$ cat config.mk
export PLATFORM = sky130hd
export DESIGN_NAME = dma_bus_arbiter
export DESIGN_NICKNAME = d
export VERILOG_FILES = /design/src/rtl/dma_bus_arbiter.sv
export SDC_FILE = /design/constraint.sdc
export NUM_CORES = 1
export LEC_CHECK = 0
export CAP_MARGIN = 20
export CORE_ASPECT_RATIO = 1.1
export CORE_MARGIN = 1.5
export CORE_UTILIZATION = 49
export DETAILED_ROUTE_END_ITERATION = 8
export PLACE_DENSITY = 0.7
export SLEW_MARGIN = 15
export SYNTH_ARGS = -nofsm -noshare
export SYNTH_HDL_FRONTEND = slang
export SYNTH_SLANG_ARGS = --single-unit
$ cat constraint.sdc
create_clock -name PHI2 -period 2.7 [get_ports PHI2]
set_clock_uncertainty 0.2 [all_clocks]
set_input_delay 0.54 -clock PHI2 [delete_from_list [all_inputs] [get_ports PHI2]]
set_output_delay 0.54 -clock PHI2 [all_outputs]
set_load 0.005 [all_outputs]
$ cat src/rtl/dma_bus_arbiter.sv
// Round-robin arbiter handing the expansion bus to one DMA channel at a time while the CPU is held off through RDY.
// Optional macro X16DMA_CPU_SLOT_EN: every release returns to IDLE so the CPU gets one bus cycle between bursts.
`timescale 1ns/1ps

module dma_bus_arbiter #(
    parameter int NUM_CH    = 4,
    parameter int CHW       = 2,
    parameter int MAX_BURST = 16,
    parameter int HALT_CYC  = 1
) (
    input  logic              PHI2,
    input  logic              RESB,
    input  logic [NUM_CH-1:0] REQ,
    output logic [NUM_CH-1:0] GNT,
    output logic              BUSEN,
    output logic              RDYOE,
    output logic [CHW-1:0]    ACTIVE_CH,
    output logic              BURST_END
);

    localparam int CNTW = (MAX_BURST < 2) ? 1 : $clog2(MAX_BURST + 1);

    typedef enum logic [1:0] {
        IDLE,
        HALT,
        GRANT,
        RELEASE
    } state_t;

    state_t            state_q, state_d;
    logic [CHW-1:0]    ptr_q, ptr_d;
    logic [CHW-1:0]    active_q, active_d;
    logic [1:0]        halt_q, halt_d;
    logic [CNTW-1:0]   cnt_q, cnt_d;
    logic [NUM_CH-1:0] gnt_q, gnt_d;
    logic              busen_q, busen_d;
    logic              rdyoe_q, rdyoe_d;
    logic              bend_q, bend_d;

    logic              any_req;
    logic [CHW-1:0]    next_ptr;
    logic [CHW-1:0]    base;
    logic [CHW-1:0]    win_idx;

    assign any_req  = |REQ;
    assign next_ptr = (active_q == CHW'(NUM_CH - 1)) ? '0 : active_q + CHW'(1);
    // Leaving RELEASE arbitrates from the pointer that is being written on that same edge.
    assign base     = (state_q == RELEASE) ? next_ptr : ptr_q;

    // Scan from the highest offset down so the requester closest to base is assigned last and wins.
    always_comb begin
        win_idx = base;
        for (int i = NUM_CH - 1; i >= 0; i--) begin
            if (REQ[CHW'((int'(base) + i) % NUM_CH)]) begin
                win_idx = CHW'((int'(base) + i) % NUM_CH);
            end
        end
    end

    always_comb begin
        // NOTE: every variable gets a default before the case so no path leaves one unassigned, which would infer a latch.
        state_d  = state_q;
        ptr_d    = ptr_q;
        active_d = active_q;
        halt_d   = halt_q;
        cnt_d    = cnt_q;
        bend_d   = 1'b0;

        case (state_q)
            IDLE: begin
                if (any_req) begin
                    active_d = win_idx;
                    halt_d   = 2'd1;
                    state_d  = HALT;
                end
            end
            HALT: begin
                if (!any_req) begin
                    state_d = RELEASE;
                end else if (halt_q == 2'(HALT_CYC)) begin
                    active_d = win_idx;
                    cnt_d    = CNTW'(1);
                    state_d  = GRANT;
                end else begin
                    halt_d = halt_q + 2'd1;
                end
            end
            GRANT: begin
                if (!REQ[active_q]) begin
                    state_d = RELEASE;
                end else if (MAX_BURST != 0 && cnt_q == CNTW'(MAX_BURST)) begin
                    state_d = RELEASE;
                    bend_d  = 1'b1;
                end else if (cnt_q != '1) begin
                    cnt_d = cnt_q + CNTW'(1);
                end
            end
            RELEASE: begin
                ptr_d = next_ptr;
`ifdef X16DMA_CPU_SLOT_EN
                state_d = IDLE;
`else
                if (any_req) begin
                    active_d = win_idx;
                    cnt_d    = CNTW'(1);
                    state_d  = GRANT;
                end else begin
                    state_d = IDLE;
                end
`endif
            end
            default: state_d = IDLE;
        endcase

        // Outputs are decoded from the next state so they leave the flops aligned with it.
        gnt_d = '0;
        if (state_d == GRANT) begin
            gnt_d[active_d] = 1'b1;
        end
        busen_d = (state_d == GRANT);
        rdyoe_d = (state_d != IDLE);
    end

    always_ff @(posedge PHI2) begin
        // NOTE: non-blocking assignments so every flop samples pre-edge values regardless of statement order.
        if (!RESB) begin
            state_q  <= IDLE;
            ptr_q    <= '0;
            active_q <= '0;
            halt_q   <= '0;
            cnt_q    <= '0;
            gnt_q    <= '0;
            busen_q  <= 1'b0;
            rdyoe_q  <= 1'b0;
            bend_q   <= 1'b0;
        end else begin
            state_q  <= state_d;
            ptr_q    <= ptr_d;
            active_q <= active_d;
            halt_q   <= halt_d;
            cnt_q    <= cnt_d;
            gnt_q    <= gnt_d;
            busen_q  <= busen_d;
            rdyoe_q  <= rdyoe_d;
            bend_q   <= bend_d;
        end
    end

    assign GNT       = gnt_q;
    assign BUSEN     = busen_q;
    assign RDYOE     = rdyoe_q;
    assign ACTIVE_CH = active_q;
    assign BURST_END = bend_q;

endmodule

======== After elaboration in Yosys (flattened, before gate mapping) ========
Cells that the tools add are included.
word-level totals
  flip-flop bits (word level) ............. 20
  bits in writable memories ............... 0
  bits in latches ......................... 0
  memory bits (read-only) ................. 0
  word-level logic and storage cells ...... 94
  memories kept ........................... 0
  output and inout bits ................... 9
operators by class
  add/sub/neg operators ................... 6
  bitwise gates (word level) .............. 0
  order comparisons ....................... 7
  multipliers ............................. 0
  multiplexer cells ....................... 45
  equal/unequal tests ..................... 16
  div/mod/pow operators ................... 0
  reduce and logical (&&, ||, !) cells .... 11
  shift operators ......................... 0
operators with widths
  kind                                                                           number
  2-bit two-way mux                                                              18
  5-bit two-way mux                                                              6
  2-bit by 4-bit less-than comparator with 1-bit output (second input constant)  4
  2-bit inequality test (second input constant)                                  8
  5-bit one-hot mux with 3 select lines                                          1
  1-bit two-way mux                                                              11
  1-bit binary-select mux with 2-bit select                                      5
  2-bit == test (second input constant)                                          4
  2-bit one-hot mux with 2 select lines                                          2
  2-bit one-hot mux with 4 select lines                                          1
  7-bit AND reduction                                                            1
  2-bit by 1-bit adder with 2-bit output (second input constant)                 3
  2-bit by 3-bit less-than comparator with 1-bit output (second input constant)  2
  5-bit by 1-bit adder with 5-bit output (second input constant)                 1
  5-bit == test (second input constant)                                          1
  5-bit inequality test (second input constant)                                  1
  2-bit adder (second input constant)                                            2
  2-bit by 1-bit == test with 1-bit output (second input constant)               2
  4-bit AND reduction                                                            1
  2-bit nonzero test                                                             2
  4-bit OR reduction                                                             1
  3-bit AND reduction                                                            1
  3-bit nonzero test                                                             1
  1-bit demux with 2-bit select                                                  1
  other kinds (5)                                                                5

======== Longest topological paths before layout ========
Gate-level depths: netlist (run 1).
  depth in word-level cells ............... 18
  depth in mapped cells ................... 8
  mapped depth without buffers ............ 8

======== Worst setup path after synthesis (run 1) ========
No wires, ideal clock.
  kind .................................... register to register
  start point ............................. register state_q[0]
  end point ............................... register gnt_q[0] (netlist: GNT[0])
  clock period less this slack ............ 2.086 ns
  buffers on the path ..................... 0
  required time ........................... 2.383 ns
  setup time .............................. 0.117 ns
  arrival ................................. 1.769 ns
  stages on the path, launching flop included .. 7
  path slack .............................. 0.614 ns
  cells stage by stage .................... dfxtp_1 ha_1 or3b_1 and2_4 o311ai_4 a32oi_1 and4b_1
on the way
  longest elaborated chain between the ends .. 17
  elaborated cells on any way between the ends .. 42
  classes of those cells .................. add/sub: 3; order compare: 2; eq/ne: 4; mux: 29; reduce/logical: 4
RTL lines
  element                                                                                                                                        line    text
  start: declaration                                                                                                                             30      state_t state_q, state_d;
  start signal: assignment                                                                                                                       137     state_q <= state_d;
  2-bit == test                                                                                                                                  48, 69
  2-bit two-way mux                                                                                                                              -
  2-bit adder                                                                                                                                    54, 55
  1-bit binary-select mux with 2-bit select                                                                                                      54      if (REQ[CHW'((int'(base) + i) % NUM_CH)]) begin
  1-bit two-way mux (not written as such) (2 in series)                                                                                          54
  2-bit two-way mux (4 in series)                                                                                                                54
  2-bit two-way mux                                                                                                                              80      end else if (halt_q == 2'(HALT_CYC)) begin
  2-bit two-way mux                                                                                                                              78      if (!any_req) begin
  2-bit one-hot mux with 2 select lines                                                                                                          69      case (state_q)
  2-bit by 3-bit less-than comparator with 1-bit output (not written as such) or 2-bit by 1-bit >= comparator with 1-bit output (tied branches)  118     gnt_d[active_d] = 1'b1;
  1-bit logical AND (not written as such)                                                                                                        118
  1-bit two-way mux (not written as such)                                                                                                        118
  1-bit demux with 2-bit select                                                                                                                  118
  end signal: assignment                                                                                                                         142     gnt_q <= gnt_d;
  end: declaration                                                                                                                               35      logic [NUM_CH-1:0] gnt_q, gnt_d;
Parallel ways exist; a longest one is shown, timed or not. The select of a mux whose other input is x is not followed.
A chain may end at the register's enable or synchronous reset.

======== Worst setup path in the final report (run 1) ========
  start point ............................. input port REQ[3]
  end point ............................... register gnt_q[1] (netlist: GNT[1])
on the way
  longest elaborated chain between the ends .. 14
  elaborated cells on any way between the ends .. 35
  classes of those cells .................. order compare: 2; eq/ne: 1; mux: 29; reduce/logical: 3
RTL lines
  element                                                                                                                                        line  text
  start: declaration                                                                                                                             13    input logic [NUM_CH-1:0] REQ,
  1-bit binary-select mux with 2-bit select                                                                                                      54
  1-bit two-way mux (not written as such) (2 in series)                                                                                          54
  2-bit two-way mux (4 in series)                                                                                                                54
  2-bit two-way mux                                                                                                                              80
  2-bit two-way mux                                                                                                                              78
  2-bit one-hot mux with 2 select lines                                                                                                          69
  2-bit by 3-bit less-than comparator with 1-bit output (not written as such) or 2-bit by 1-bit >= comparator with 1-bit output (tied branches)  118
  1-bit logical AND (not written as such)                                                                                                        118
  1-bit two-way mux (not written as such)                                                                                                        118
  1-bit demux with 2-bit select                                                                                                                  118
Parallel ways exist; a longest one is shown, timed or not. The select of a mux whose other input is x is not followed.

==> reports/results.ini, run 1 <==
[status]
outcome = complete, no violations

[floorplan]
dieHeight_um = 55.31
die_w_um = 50.55
core-area_um2 = 2297
dieArea_um2 = 2796
rows = 18
ioPinCount = 15
initial_utilization_pct = 53.05

[setup_path]
critPathCaptureType = flip-flop
critPathLaunchType = input pin
critPathArrivalTime_ns = 2.39
path_max_fanout = 5
path_class = in2reg
required_ns = 2.72

[timing]
rsz0062_at_grt = false
finalSetupTns_ns = 0
period_share_pct = 87.82
finalHoldViolCount = 0
setup_ws_ns = 0.3288
slew_violations = 0
slew_headroom_pct = 69.52
worstMarginPinSlew_ns = 0.4568
setup_viol = 0
finalCriticalPeriod_ns = 2.371
timing.fmax_mhz = 421.7

[cts]
cts_buffers = 3
cts_tree = built
cts_hold_buf = 0
path_clk_slew_ns = 0.12
cts_resized = 0
insertion_delay_ns = 0.31
clock-sinks = 20
htreeDepth = 1
cts_root_buf = clkbuf_4
postCtsSetupRepairBufs = 0
cts_buffer_depth = 2

[global_routing]
grt-ovfl-total = 0
grt_max_degree = 13
grt_pass1_wl_um = 4305
grt_pass1_vias = 971
grt_antenna_before_repair = 0
track_usage_pct = 19.91

[place]
placedCellCount = 183
gp_congestion = 0.8167
pre_cts_ws_ns = 0.01305
io_buffers = 14
place_hpwl_um = 1963

[routing]
post-route-drc-count = 0
drt-initial-drc-count = 16
drt-vias-per-instance = 5.722
vias = 1070
avgRoutedWirePerCell_um = 13.63
drt_wl_total_um = 2548
detail-route-antenna-nets = 0
dr.pass1.iters = 4

[worst_hold_path]
hold_class = reg2reg

[synthesis]
synth_area_um2 = 1219
ys_ff_latch = 20
synth_cells = 134
yosysSeqAreaShare_pct = 32.85
synth_top_area_share_pct = 32.85
synth_cell_types = 52
synth.largest_area_cell = dfxtp_1
synth_area_leaders = dfxtp_1, ha_1, nor2_1, a21oi_1, inv_1
avgSynthCellArea_um2 = 9.095
yosysWarnings = 0
synth-main-ff-cell = dfxtp_1
synth_nets = 149
synth_edf_count = 0
postSynth.asyncResetShare_pct = 0

[cells_and_area]
final_net_count = 173
final_cells = 187
drive_above_1_share_pct = 15.29
multi_input_area_um2 = 765.7
fillerInstances = 216
ff_latch_area_um2 = 400.4
final_util_pct = 64.87
diodes = 0
area_growth_pct = 22.28

[job]
drv_cap = 0

[power_and_ir_drop]
ir_drop_mv = 0.3028
power_w = 0.0007490
power.density_nw_per_um2 = 502.6
p_leak_nw = 0.5949

cells by family after synthesis:
group | count (synthesis) | synth area share (%)
xor+xnor | 2 | 1.438
mux | 5 | 5.339
fa+ha+maj | 9 | 9.240
buf+inv | 13 | 4.312
compound gates | 37 | 24.03
simple gates | 48 | 22.79
flops | 20 | 32.85
worst paths after layout:
kind,startpoint,to,slack (ns),depth (start not counted)
max,REQ[3],GNT[1],0.33,6
min,cnt_q[4],cnt_q[4],0.32,2
max reg2reg,state_q[0],GNT[0],0.36,6
min reg2reg,cnt_q[4],cnt_q[4],0.32,2
Yosys cell counts, types with 2 or more instances:
| library cell | instances |
|---|---|
| dfxtp_1 | 20 |
| o22ai_1 | 2 |
| and2_1 | 2 |
| and3_1 | 2 |
| nand2b_1 | 2 |
| a21o_1 | 2 |
| mux2_2 | 2 |
| xnor2_1 | 2 |
| nor3_1 | 2 |
| nor2_1 | 15 |
| o21ai_0 | 6 |
| a31oi_1 | 2 |
| mux2i_1 | 2 |
| inv_1 | 10 |
| nand2_1 | 7 |
| and4b_1 | 2 |
| a21oi_1 | 8 |
| o211a_1 | 2 |
| nand3_1 | 2 |
| ha_1 | 9 |
| a211oi_1 | 2 |
sequential cells by signal, summed over array words and instances, names as in the netlist:
register,count
state_q,2
ptr_q,2
cnt_q,5
BUSEN,1
BURST_END,1
GNT,4
RDYOE,1
ACTIVE_CH,2
halt_q,2
cell usage in the layout (no fill, tap or decap), types with 2 or more instances in the layout:
master           count
a21o_1               2
nor3_1               2
and2_1               2
nor2_1              15
mux2_2               2
o21ai_0              6
inv_1               10
and4b_1              2
clkdlybuf4s50_1     14
mux2i_1              2
a31oi_1              2
ha_1                 9
and3_1               2
dfxtp_1             20
xnor2_1              2
nand2_1              7
o22ai_1              2
nand2b_1             2
buf_4                7
o211a_1              2
clkbuf_4             3
nand3_1              2
a211oi_1             2
a21oi_1              8
where the power goes:
| group | switching (W) | internal, W |
|---|---|---|
| clock network | 0.000102 | 0.000150 |
| logic | 0.0000933 | 0.0000800 |
| registers | 0.0000143 | 0.000310 |
| total | 0.000209 | 0.000540 |
stage by stage:
stage,hold slack (ns),instance area [µm²]
after floorplan,0.2667,1219
after global placement,0.2783,1438
after detailed placement,0.3038,1438
after CTS,0.3200,1490
after global routing,0.3524,1490
final,0.3165,1490
critical path, stage by stage:
cell	delay (ns)
clkdlybuf4s50_1	0.51
mux4_2	0.55
a21o_1	0.18
a31oi_1	0.20
nand2b_2	0.20
and4b_1	0.20
layer usage:
metal	track usage [%]	part of all wire [%]
met3	4.324	4.2
met1	27.23	46
met4	8.880	2.1
met5	0	0
met2	29.89	48
area by class of cell:
class | count | area share [%]
Clock inverter | 1 | 2.015
Inverter | 11 | 2.771
Tap cell | 30 | 2.519
Multi-Input combinational cell | 101 | 51.39
Sequential cell | 20 | 26.87
Timing Repair Buffer | 21 | 12.93
Clock buffer | 3 | 1.511
No activity file was read; power rests on OpenSTA's default activity.
==> inputs of run 2 (changes only) <==
--- a/config.mk
+++ b/config.mk
@@ -8,9 +8,9 @@
 export CAP_MARGIN = 20
 export CORE_ASPECT_RATIO = 1.1
 export CORE_MARGIN = 1.5
-export CORE_UTILIZATION = 49
+export CORE_UTILIZATION = 50
 export DETAILED_ROUTE_END_ITERATION = 8
-export PLACE_DENSITY = 0.7
+export PLACE_DENSITY = 0.71
 export SLEW_MARGIN = 15
 export SYNTH_ARGS = -nofsm -noshare
 export SYNTH_HDL_FRONTEND = slang
==> run 2 against run 1 <==
Critical path depth did not move. Sequential cell count did not move. Clock-buffer cell count rose by 1. Sequential power barely moved. Critical path type is now reg2reg.
==> reports/results.ini, run 2 (same netlist as run 1, synthesis figures left out) <==
[status]
outcome = complete, no violations

[timing]
timing.fmax_mhz = 419.8  ; -0.47%
setup_ws_ns = 0.3177  ; -0.01114 ns
slew_violations = 0  ; unchanged
finalCriticalPeriod_ns = 2.382  ; +0.01113 ns
finalSetupTns_ns = 0  ; unchanged
worstMarginPinSlew_ns = 0.4908  ; +0.03401 ns
period_share_pct = 88.23  ; +0.41 points
setup_viol = 0  ; unchanged
rsz0062_at_grt = false
holdWs_ns = 0.3061  ; -0.01035 ns
slew_headroom_pct = 67.25  ; -2.3 points
finalHoldViolCount = 0  ; unchanged

[setup_path]
path_cells = ha_1, or3_1, o211a_1, o22a_1, o2111ai_1, and4b_1
critPathArrivalTime_ns = 2.45  ; +0.06 ns
reg2reg_depth = 6  ; unchanged
critPathLaunchType = flip-flop
path_max_fanout = 7  ; +2
critPathCaptureType = flip-flop
required_ns = 2.77  ; +0.05 ns
path_class = reg2reg
cp_slowest_cell = o2111ai_1
critical_path.max_stage_delay_ns = 0.43  ; -0.12 ns

[floorplan]
dieArea_um2 = 2743  ; -1.9%
rows = 18  ; unchanged
die_w_um = 50.07  ; -0.95%
core-area_um2 = 2275  ; -0.98%
ioPinCount = 15  ; unchanged
initial_utilization_pct = 53.58  ; +0.53 points
dieHeight_um = 54.78  ; -0.95%

[cells_and_area]
final_cells = 188  ; +0.53%
final_common_cell = dfxtp_1
area_growth_pct = 21.56
diodes = 0  ; unchanged
multi_input_area_um2 = 765.7  ; unchanged
top_register = cnt_q
final_cell_mix = dfxtp_1, nor2_1, clkdlybuf4s50_1, inv_1, ha_1
final_net_count = 174  ; +0.58%
drive_above_1_share_pct = 15.82  ; +0.54 points
ff_latch_area_um2 = 400.4  ; unchanged
largest_reg_flops = 5  ; unchanged
fillerInstances = 204  ; -5.6%

[global_routing]
grt_max_degree = 12  ; -1
grt-ovfl-total = 0  ; unchanged
grt_pass1_vias = 929  ; -4.3%
track_usage_pct = 21.72  ; +1.8 points
grt_antenna_before_repair = 0  ; unchanged
grt_pass1_wl_um = 4333  ; +0.65%

[cts]
cts_tree = built
cts_hold_buf = 0  ; unchanged
clock-sinks = 20  ; unchanged
postCtsSetupRepairBufs = 0  ; unchanged
cts_buffer_depth = 2  ; unchanged
cts_root_buf = clkbuf_4
cts_resized = 0  ; unchanged
path_clk_slew_ns = 0.12  ; about the same
cts_buffers = 3  ; unchanged
htreeDepth = 1  ; unchanged
insertion_delay_ns = 0.32  ; about the same

[place]
gp_congestion = 0.9404  ; +15%
pre_cts_ws_ns = 0.02016  ; +0.007103 ns
place_hpwl_um = 1983  ; +1.1%
placedCellCount = 184  ; +0.55%
io_buffers = 14  ; unchanged

[routing]
drt-initial-drc-count = 34  ; +18
drt_wl_total_um = 2609  ; +2.4%
dr.pass1.iters = 4  ; unchanged
drt-vias-per-instance = 5.697  ; -0.44%
post-route-drc-count = 0  ; unchanged
avgRoutedWirePerCell_um = 13.88  ; +1.8%
vias = 1071  ; +0.093%
detail-route-antenna-nets = 0  ; unchanged

[power_and_ir_drop]
ir_drop_mv = 0.3458  ; +14%
power.density_nw_per_um2 = 461.8  ; -8.1%
p_leak_nw = 0.5927  ; -0.36%
power_w = 0.0006841  ; -8.7%

[worst_hold_path]
hold_class = reg2reg
whs_path_depth = 2  ; unchanged

[job]
drv_cap = 0  ; unchanged

-- run 2: changes by cell type in the layout (fill, tap and decap cells not counted) --
cell	previous run	this run
buf_4	7	8
bufinv_16	1	0
clkbuf_8	0	1
-- run 2: layout make-up --
type                    count  area share, %
clock buffers               4          2.449
inverters                  11          2.787
multi-input cells         101          51.69
flip-flops and latches     20          27.03
well taps                  30          2.534
repair buffers             22          13.51
-- run 2: final timing paths --
path         startpoint         to  slack (ns)
min reg2reg   halt_q[1]  halt_q[1]        0.31
max reg2reg  state_q[0]     GNT[1]        0.32
min           halt_q[1]  halt_q[1]        0.31
max          state_q[0]     GNT[1]        0.32
-- run 2: metal layers --
metal,share of wire [%],track usage (%),vias up
li1,-,-,541
met5,0,0,-
met3,2.5,2.459,5
met4,1.8,10.19,0
met1,47,28.05,509
met2,49,36.62,16
-- run 2: where the power goes --
part           internal [W]  switching, W  leakage [nW]
clock             0.0000826      0.000103        0.0210
combinational     0.0000809     0.0000941         0.409
sequential         0.000310     0.0000142         0.163
-- run 2: through the flow --
stage,utilization [%],cell area [µm²]
CTS,65.13,1481
global route,65.13,1481
global placement,63.53,1445
finish,65.13,1481
floorplan,-,1219
detailed placement,63.53,1445
-- run 2: critical path, delay by kind of cell (launching register included) --
| kind | cells | cell delay [ns] |
|---|---|---|
| AO/OA/AOI/OAI | 3 | 0.76 |
| adder cells (fa/ha/maj) | 1 | 0.31 |
| flip-flops | 1 | 0.38 |
| AND/OR/NAND/NOR | 2 | 0.69 |
==> inputs of run 3 (changes only) <==
==> constraint.sdc (replaced) <==
create_clock -name PHI2 -period 2.85 [get_ports PHI2]
set_clock_uncertainty 0.2 [all_clocks]
set_input_delay 0.57 -clock PHI2 [delete_from_list [all_inputs] [get_ports PHI2]]
set_output_delay 0.57 -clock PHI2 [all_outputs]
set_load 0.005 [all_outputs]
==> run 3 against run 2 <==
Cell area fell by 2.0%. Sequential share of layout area rose by 0.56 points. Combinational power fell by 7%. Sequential power fell by 5%. Global-route usage fell by 0.73 points. Clock-buffer cell count did not move. First-iteration DRC count fell by 53%. Register-to-register slack improved by 0.17 ns. Sequential cell count did not move. Critical path depth did not move. Critical path type is now in2reg. Critical endpoint unchanged. Largest cell class unchanged.
==> reports/results.ini, run 3 (same netlist as run 1, synthesis figures left out) <==
[cts]
cts_buffers = 3  ; unchanged
insertion_delay_ns = 0.31  ; about the same
htreeDepth = 1  ; unchanged
cts_hold_buf = 0  ; unchanged
clock-sinks = 20  ; unchanged
path_clk_slew_ns = 0.12  ; about the same
postCtsSetupRepairBufs = 0  ; unchanged
cts_root_buf = clkbuf_4
cts_tree = built
cts_buffer_depth = 2  ; unchanged
cts_resized = 0  ; unchanged

[power_and_ir_drop]
clockPowerShare_pct = 26.5  ; -0.6 points
p_comb_share_pct = 25.4  ; -0.2 points
p_sw_w = 0.0001940  ; -8.1%
netSwitchingFraction_pct = 30.41  ; -0.44 points
power.density_nw_per_um2 = 439.6  ; -4.8%
p_leak_nw = 0.5735  ; -3.2%
p_int_w = 0.0004440  ; -6.1%
p_seq_share_pct = 48.1  ; +0.8 points
ir_drop_mv = 0.2545  ; -26%

[global_routing]
grt_max_degree = 12  ; unchanged
track_usage_pct = 20.99  ; -0.73 points
grt-ovfl-total = 0  ; unchanged
grt_pass1_wl_um = 4353  ; +0.46%
grt_pass1_vias = 1005  ; +8.2%
grt_antenna_before_repair = 0  ; unchanged

[routing]
dr.pass1.iters = 4  ; unchanged
vias = 1072  ; +0.093%
detail-route-antenna-nets = 0  ; unchanged
drt_wl_total_um = 2564  ; -1.7%
drt-vias-per-instance = 5.826  ; +2.3%
post-route-drc-count = 0  ; unchanged
drt-initial-drc-count = 16  ; -53%
avgRoutedWirePerCell_um = 13.93  ; +0.41%

[cells_and_area]
final_util_pct = 63.81  ; -1.3 points
largest_reg_flops = 5  ; unchanged
final_net_count = 170  ; -2.3%
diodes = 0  ; unchanged
area_growth_pct = 19.10
final_common_cell = dfxtp_1
design_area_um2 = 1451  ; -2.0%
final_cell_mix = dfxtp_1, nor2_1, clkdlybuf4s50_1, inv_1, ha_1
drive_above_1_share_pct = 13.64  ; -2.2 points
top_register = cnt_q

[floorplan]
core-area_um2 = 2275  ; unchanged
ioPinCount = 15  ; unchanged
rows = 18  ; unchanged
initial_utilization_pct = 53.58  ; unchanged
die_w_um = 50.07  ; unchanged
dieHeight_um = 54.78  ; unchanged
dieArea_um2 = 2743  ; unchanged

[place]
gp_congestion = 0.8544  ; -9.1%
place_hpwl_um = 1971  ; -0.64%
placed_area_um2 = 1415  ; -2.1%
pre_cts_ws_ns = 0.08697  ; +0.06682 ns
io_buffers = 14  ; unchanged

[timing]
slew_headroom_pct = 69.27  ; +2.0 points
finalSetupTns_ns = 0  ; unchanged
period_share_pct = 85.28
worstMarginPinSlew_ns = 0.4605  ; -0.03025 ns
finalHoldViolCount = 0  ; unchanged
slew_violations = 0  ; unchanged
timing.fmax_mhz = 411.4
setup_viol = 0  ; unchanged
finalCriticalPeriod_ns = 2.430
setup_ws_ns = 0.4195  ; +0.1018 ns
rsz0062_at_grt = false

[worst_hold_path]
hold_class = reg2reg

[setup_path]
critPathArrivalTime_ns = 2.43  ; -0.02 ns
path_cells = clkdlybuf4s50_1, mux4_2, a21o_1, a31oi_1, nand2b_2, and4b_1
critPathTopFamily = buffers and inverters
critical_path.max_stage_delay_ns = 0.56  ; +0.13 ns
path_class = in2reg
critPathCaptureType = flip-flop
required_ns = 2.85  ; +0.08 ns
critPathLaunchType = input pin
path_max_fanout = 7  ; unchanged
worst-path-buf-inv = 1  ; +1
cp_slowest_cell = clkdlybuf4s50_1

[job]
drv_cap = 0  ; unchanged

[status]
outcome = complete, no violations

## run 3: changes by cell type in the layout (fill, tap and decap cells not counted), sizes merged
cell | previous run | this run
buf | 8 | 4
## run 3: through the flow
stage	total power, W	instances	hold WS (ns)
6_report	0.0006381	184	0.3181
3_3_place_gp	0.0004684	180	0.2833
5_1_grt	0.0006684	184	0.3527
2_1_floorplan	0.0004206	134	0.2667
3_5_place_dp	0.0004741	180	0.2991
4_1_cts	0.0006360	184	0.3177
## run 3: cell type report
type | instances | area (µm²)
tap | 30 | 37.54
multi-input combinational | 101 | 765.7
inverter | 11 | 41.29
sequential | 20 | 400.4
timing repair buffer | 18 | 170.2
fill | 194 | 823.3
clock buffer | 4 | 36.28
## run 3: tightest hold or removal path, stage by stage, from the launching register on
cell	delay, ns
dfxtp_1	0.35
o21ai_0	0.07
a21oi_1	0.06
## run 3: per-layer routing
layer	vias to the layer above	track usage (%)	share of wire, %
li1	531	-	-
met1	514	26.01	45
met2	20	36.84	48
met3	7	3.279	4.4
met4	0	8.333	2.0
met5	-	0	0
## run 3: power groups by stage
stage | clock network [W] | registers, W | logic, W
2_1_floorplan | 0 | 0.000311 | 0.000110
4_1_cts | 0.000168 | 0.000306 | 0.000162
3_3_place_gp | 0 | 0.000312 | 0.000156
5_1_grt | 0.000179 | 0.000309 | 0.000181
6_report | 0.000169 | 0.000307 | 0.000162
3_5_place_dp | 0 | 0.000313 | 0.000161
## run 3: worst paths after layout
check,startpoint,end,slack [ns],cells after the start
worst max register to register,state_q[1],GNT[0],0.49,6
worst min-delay path,cnt_q[4],cnt_q[4],0.32,2
worst max-delay path,REQ[0],GNT[1],0.42,6
worst min register to register,cnt_q[4],cnt_q[4],0.32,2
